$ cat src/rtl/blood_bar_renderer_pkg.sv
// Shared constants and state encoding for the health-bar overlay and its
// health state machine.
package blood_bar_renderer_pkg;

  localparam int unsigned SPRITE_W = 64;
  localparam int unsigned SPRITE_H = 64;
  localparam int unsigned COLOR_W  = 12;

  localparam logic [COLOR_W-1:0] TRANSPARENT = 12'h000;

  typedef enum logic [1:0] {
    StAlive = 2'd0,
    StHit   = 2'd1,
    StDead  = 2'd2
  } state_e;

endpackage

$ cat src/rtl/blood_bar_renderer_health_fsm.sv
// Player health counter with ALIVE/HIT/DEAD state, post-damage flash timer and
// blink phase. shown_health is a per-frame snapshot so the bar never tears.
module blood_bar_renderer_health_fsm
  import blood_bar_renderer_pkg::*;
#(
  parameter int unsigned MAX_HEALTH   = 5,
  parameter int unsigned FLASH_FRAMES = 60,
  parameter int unsigned BLINK_DIV    = 4
) (
  input  logic       clk,
  input  logic       rst_n,
  input  logic       i_frame_tick,
  input  logic       i_damage,
  input  logic       i_heal,
  input  logic       i_revive,
  output logic [3:0] o_health,
  output logic [3:0] o_shown_health,
  output logic       o_hidden,
  output logic       o_dead
);

  localparam logic [3:0]  MAX_H      = 4'(MAX_HEALTH);
  localparam logic [15:0] FLASH_INIT = 16'(FLASH_FRAMES);
  localparam logic [7:0]  BLINK_LAST = 8'(BLINK_DIV - 1);

  state_e      r_state;
  logic [3:0]  r_health;
  logic [3:0]  r_shown;
  logic [15:0] r_flash_cnt;
  logic [7:0]  r_blink_cnt;
  logic        r_blink;

  always_ff @(posedge clk or negedge rst_n) begin
    if (!rst_n) begin
      r_state     <= StAlive;
      r_health    <= MAX_H;
      r_shown     <= MAX_H;
      r_flash_cnt <= '0;
      r_blink_cnt <= '0;
      r_blink     <= 1'b0;
    end else begin
      // Snapshot uses the pre-update health, even when damage lands this cycle.
      if (i_frame_tick) r_shown <= r_health;

      case (r_state)
        StAlive: begin
          if (i_damage && !i_heal) begin
            if (r_health > 4'd1) begin
              r_health    <= r_health - 4'd1;
              r_state     <= StHit;
              r_flash_cnt <= FLASH_INIT;
              r_blink_cnt <= '0;
              r_blink     <= 1'b0;
            end else begin
              r_health <= '0;
              r_state  <= StDead;
            end
          end else if (i_heal && !i_damage && (r_health < MAX_H)) begin
            r_health <= r_health + 4'd1;
          end
        end

        StHit: begin
          // Invulnerable: damage is dropped, healing still counts.
          if (i_heal && (r_health < MAX_H)) r_health <= r_health + 4'd1;
          if (i_frame_tick) begin
            if (r_flash_cnt <= 16'd1) begin
              r_state     <= StAlive;
              r_flash_cnt <= '0;
              r_blink_cnt <= '0;
              r_blink     <= 1'b0;
            end else begin
              r_flash_cnt <= r_flash_cnt - 16'd1;
              if (r_blink_cnt == BLINK_LAST) begin
                r_blink_cnt <= '0;
                r_blink     <= ~r_blink;
              end else begin
                r_blink_cnt <= r_blink_cnt + 8'd1;
              end
            end
          end
        end

        StDead: begin
          if (i_revive) begin
            r_health <= MAX_H;
            r_state  <= StAlive;
          end
        end

        default: r_state <= StAlive;
      endcase
    end
  end

  assign o_health       = r_health;
  assign o_shown_health = r_shown;
  assign o_hidden       = r_blink;
  assign o_dead         = (r_state == StDead);

endmodule

$ cat src/rtl/blood_bar_renderer.sv
// Health bar overlay: maps scan position onto the blood-drop sprite ROM and
// draws one icon per shown health point, two clocks behind x/y.
module blood_bar_renderer
  import blood_bar_renderer_pkg::*;
#(
  parameter int unsigned MAX_HEALTH   = 5,
  parameter int unsigned ORIGIN_X     = 16,
  parameter int unsigned ORIGIN_Y     = 16,
  parameter int unsigned FLASH_FRAMES = 60,
  parameter int unsigned BLINK_DIV    = 4
) (
  input  logic               clk,
  input  logic               rst_n,
  input  logic [9:0]         i_x,
  input  logic [9:0]         i_y,
  input  logic               i_video_on,
  input  logic               i_frame_tick,
  input  logic               i_damage,
  input  logic               i_heal,
  input  logic               i_revive,
  output logic [5:0]         o_rom_row,
  output logic [5:0]         o_rom_col,
  input  logic [COLOR_W-1:0] i_rom_data,
  output logic [COLOR_W-1:0] o_rgb_out,
  output logic               o_pixel_on,
  output logic [3:0]         o_health,
  output logic               o_dead
);

  localparam int unsigned X_END = ORIGIN_X + SPRITE_W * MAX_HEALTH;
  localparam int unsigned Y_END = ORIGIN_Y + SPRITE_H;

  logic [9:0]         w_dx;
  logic [3:0]         w_icon;
  logic               w_in_box;
  logic               w_icon_vis;
  logic               w_opaque;
  logic [3:0]         w_shown;
  logic               w_hidden;
  logic               w_dead;

  logic               r_s1_in_box;
  logic               r_s1_icon_vis;
  logic [COLOR_W-1:0] r_rgb;
  logic               r_pixel_on;

  blood_bar_renderer_health_fsm #(
    .MAX_HEALTH  (MAX_HEALTH),
    .FLASH_FRAMES(FLASH_FRAMES),
    .BLINK_DIV   (BLINK_DIV)
  ) u_health_fsm (
    .clk           (clk),
    .rst_n         (rst_n),
    .i_frame_tick  (i_frame_tick),
    .i_damage      (i_damage),
    .i_heal        (i_heal),
    .i_revive      (i_revive),
    .o_health      (o_health),
    .o_shown_health(w_shown),
    .o_hidden      (w_hidden),
    .o_dead        (w_dead)
  );

  assign w_dx      = i_x - 10'(ORIGIN_X);
  assign w_icon    = w_dx[9:6];
  assign o_rom_col = w_dx[5:0];
  assign o_rom_row = i_y[5:0] - 6'(ORIGIN_Y);

  // 11-bit compares so ORIGIN + bar width cannot wrap.
  assign w_in_box = i_video_on
                    && ({1'b0, i_x} >= 11'(ORIGIN_X)) && ({1'b0, i_x} < 11'(X_END))
                    && ({1'b0, i_y} >= 11'(ORIGIN_Y)) && ({1'b0, i_y} < 11'(Y_END));

  assign w_icon_vis = (w_icon < w_shown) && !w_hidden && !w_dead;

  assign w_opaque = r_s1_in_box && r_s1_icon_vis && (i_rom_data != TRANSPARENT);

  // Stage 1 runs alongside the ROM address register; stage 2 is the output.
  always_ff @(posedge clk or negedge rst_n) begin
    if (!rst_n) begin
      r_s1_in_box   <= 1'b0;
      r_s1_icon_vis <= 1'b0;
      r_rgb         <= '0;
      r_pixel_on    <= 1'b0;
    end else begin
      r_s1_in_box   <= w_in_box;
      r_s1_icon_vis <= w_icon_vis;
      r_pixel_on    <= w_opaque;
      r_rgb         <= w_opaque ? i_rom_data : '0;
    end
  end

  assign o_rgb_out  = r_rgb;
  assign o_pixel_on = r_pixel_on;
  assign o_dead     = w_dead;

endmodule

$ cat config.mk
export PLATFORM = sky130hd
export DESIGN_NAME = blood_bar_renderer
export DESIGN_NICKNAME = d
export VERILOG_FILES = /design/src/rtl/blood_bar_renderer_pkg.sv /design/src/rtl/blood_bar_renderer_health_fsm.sv /design/src/rtl/blood_bar_renderer.sv
export SDC_FILE = /design/constraint.sdc
export NUM_CORES = 1
export LEC_CHECK = 0
export ABC_AREA = 1
export CAP_MARGIN = 15
export CORE_MARGIN = 2
export CORE_UTILIZATION = 40
export CTS_BUF_LIST = sky130_fd_sc_hd__clkbuf_8
export CTS_CLUSTER_SIZE = 14
export DETAILED_ROUTE_END_ITERATION = 8
export PLACE_DENSITY_LB_ADDON = 0.25
export SLEW_MARGIN = 20
export SYNTH_ARGS = -nofsm -noshare
export SYNTH_HDL_FRONTEND = slang
export SYNTH_SLANG_ARGS = --single-unit
$ cat constraint.sdc
create_clock -name clk -period 2.61 [get_ports clk]
set_input_delay 0.522 -clock clk [delete_from_list [all_inputs] [get_ports clk]]
set_output_delay 0.522 -clock clk [all_outputs]
set_load 0.01 [all_outputs]
==> metrics.yaml, run 1 <==
clk_latency_ps: 310
cts_buffer_depth: 2
grt_pass1_wl_um: 12200
drive_gt1_share_pct: 6.65
cts_root_buffer: "clkbuf_8"
pin_count: 69
slew-limit-headroom_pct: 60.8
wl_met1_um: 3220
drc: 0
dp_hpwl_um: 5570
first_iter_violations: 91
cp_top_family: "buffers and inverters"
powerDensity_nw_per_um2: 769
fin_nets: 581
end_kind: "output port"
synth-seq-area-share_pct: 39.0
start_util_pct: 41.5
die-area_um2: 8790
top_layer: "met4"
fill_cells: 783
vias: 2946
syn_area_per_cell_um2: 7.02
grt_overflow_total: 0
synth-seq-cells: 50
ir_drop_v: 0.000527
avgRoutedWirePerCell_um: 11.3
cts.htree.levels: 2
num_rows: 32
fp.coreArea_um2: 7770
cp_max_fo: 3
tightest_slew_ps: 587
setup_viol: 0
min_period_over_period_pct: 94.2
drv_slew: 0
slowest_delay_ps: 520
fmax_ghz: 0.407
synth_edf_count: 0
cts_made_buffers: 5
met3_length_um: 255
cts_tree: "done"
crit_chain: "clkdlybuf4s50_1 > inv_1 > ha_1 > inv_1 > clkdlybuf4s50_1"
status: "complete, no violations"
max_cap_viol_count: 0
grt_max_degree: 28
area_growth_pct: 26.2
fin_util_pct: 52.4
path_clk_slew_ps: 100
drtAntennaViolNets: 0
synthFlopType: "dfrtp_1"
final.setup.tns_ps: 0
ctsResizeCount: 0
syn_area_um2: 3220
io_buffers: 68
multiInputGateArea_um2: 1570
startpoint_type: "input pin"
antenna_found_initial: 0
synth_top_area_share_pct: 35.7
async_flop_share_pct: 100
leakage_uw: 0.00207
cts.sinks: 50
hold_class: "input pin to asynchronous set/reset pin"
gp_congestion: 0.872
crit_type: "input pin to output port"
hold_violations: 0
synth_commonest_cells: "nand2_1 (116), nor2_1 (76), inv_1 (74), dfrtp_1 (46), nand3_1 (36)"
post-cts-setup-buffers: 0
finalClockSkew_ps: 5.62
yosys.cell_types.count: 30
yosysTopAreaCell: "dfrtp_1"
viasPerCell: 4.69
cts.hold.buffers_added: 0
arrival_ps: 1940
wl_met2_um: 3490
synth_nets: 515
min_period_ps: 2460
yosys_warnings: 0
rsz0062_at_grt: "no"
synth_most_common_cell: "nand2_1"
grt_use_total_pct: 17.0
critPathBufInv: 4
ys_top_cells_by_area: "dfrtp_1 (36%), nand2_1 (14%), nor2_1 (8.9%)"
first_pass_iters: 4
postSynthCellCount: 459
cpMaxStageDelayCell: "clkdlybuf4s50_1"
regArea_um2: 1260
die_y_um: 93.8
drt-total-wl_um: 7070
die_x_um: 93.8
required_ps: 2090
diodes: 0
grt_pass1_vias: 2937
[state kept, by name (all words and copies together) (netlist names)]
signal / count
u_health_fsm.r_flash_cnt: 16
o_rgb_out: 12
u_health_fsm.r_blink_cnt: 8
u_health_fsm.o_health: 4
u_health_fsm.o_shown_health: 4
u_health_fsm.r_state: 2
o_pixel_on: 1
r_s1_icon_vis: 1
r_s1_in_box: 1
u_health_fsm.o_hidden: 1
[stage by stage]
stage	hold WS, ps	setup slack [ps]	cell area, um2	std cells	total power [uW]
after detailed placement	467	146	3960	620	2600
final	205	152	4070	628	3130
after global placement	455	168	3960	620	2570
after CTS	219	146	4070	628	3160
after global routing	237	115	4070	628	3410
after floorplan	226	851	3220	459	2190
[per-layer routing]
metal	track usage (%)	up-vias
li1	-	1540
met1	20.5	1345
met2	30.8	51
met3	2.81	10
met4	5.43	0
met5	0	-
[final cells by class]
class,count,area share [%]
clock inverter,3,1.11
inverter,78,7.20
sequential,50,30.9
clock buffer,5,1.69
tap,102,3.14
multi-input combinational,317,38.5
timing repair buffer,73,17.5
[where the power goes]
part	total [uW]	switching, uW	leakage, uW	internal, uW
logic	1530	959	0.00137	567
clock network	554	269	0.0000504	285
registers	1050	126	0.000651	922
[cells in the final DEF, fill, tap and decap left out, types with 2 or more instances in the layout]
master / instances
nand2_1: 116
nor2_1: 76
inv_1: 74
clkdlybuf4s50_1: 67
dfrtp_1: 46
nand3_1: 36
o21ai_0: 17
ha_1: 17
nor3_1: 13
nor2_2: 7
xor2_1: 6
nand4_1: 6
a21oi_1: 5
clkbuf_8: 5
buf_4: 5
inv_2: 4
o21ai_1: 4
dfstp_2: 4
nand3_2: 2
a21boi_1: 2
clkinvlp_4: 2
[worst register-to-register path: stages (launching register included)]
cell and delay [ps]:
dfstp_2 600, inv_1 100, ha_1 210, inv_1 80, nand2_1 90, nand3_1 120
nand3_2 90, inv_2 190, buf_4 200, nand3_1 90, nor2_1 110, nor2_1 50
[kinds of logic after synthesis]
kind of cell	Yosys count	synth area share [%]
xor+xnor	6	1.63
simple gates	261	34.4
compound gates	33	5.98
buf+inv	92	12.5
fa+ha+maj	17	6.60
flops	50	39.0
[final timing paths]
kind                                          start  cells after the start                           end  slack [ps]
max                                          i_x[4]                      5                  o_rom_col[5]         150
min                                           rst_n                      1                  o_rgb_out[5]         210
max reg2reg                u_health_fsm.o_health[0]                     11  u_health_fsm.r_flash_cnt[15]         580
min reg2reg                   u_health_fsm.o_hidden                      2         u_health_fsm.o_hidden         490
max in group asynchronous                     rst_n                      2   u_health_fsm.r_flash_cnt[6]        1790
min in group clk              u_health_fsm.o_hidden                      2         u_health_fsm.o_hidden         490
Power figures use the tool's default switching activity.
==> inputs of run 2 (changes only) <==
--- a/config.mk
+++ b/config.mk
@@ -13,6 +13,7 @@
 export CTS_CLUSTER_SIZE = 14
 export DETAILED_ROUTE_END_ITERATION = 8
 export PLACE_DENSITY_LB_ADDON = 0.25
+export SETUP_SLACK_MARGIN = 0.05
 export SLEW_MARGIN = 20
 export SYNTH_ARGS = -nofsm -noshare
 export SYNTH_HDL_FRONTEND = slang
==> results of run 2 <==
Final layout, timing and power as in run 1 (identical DEF).
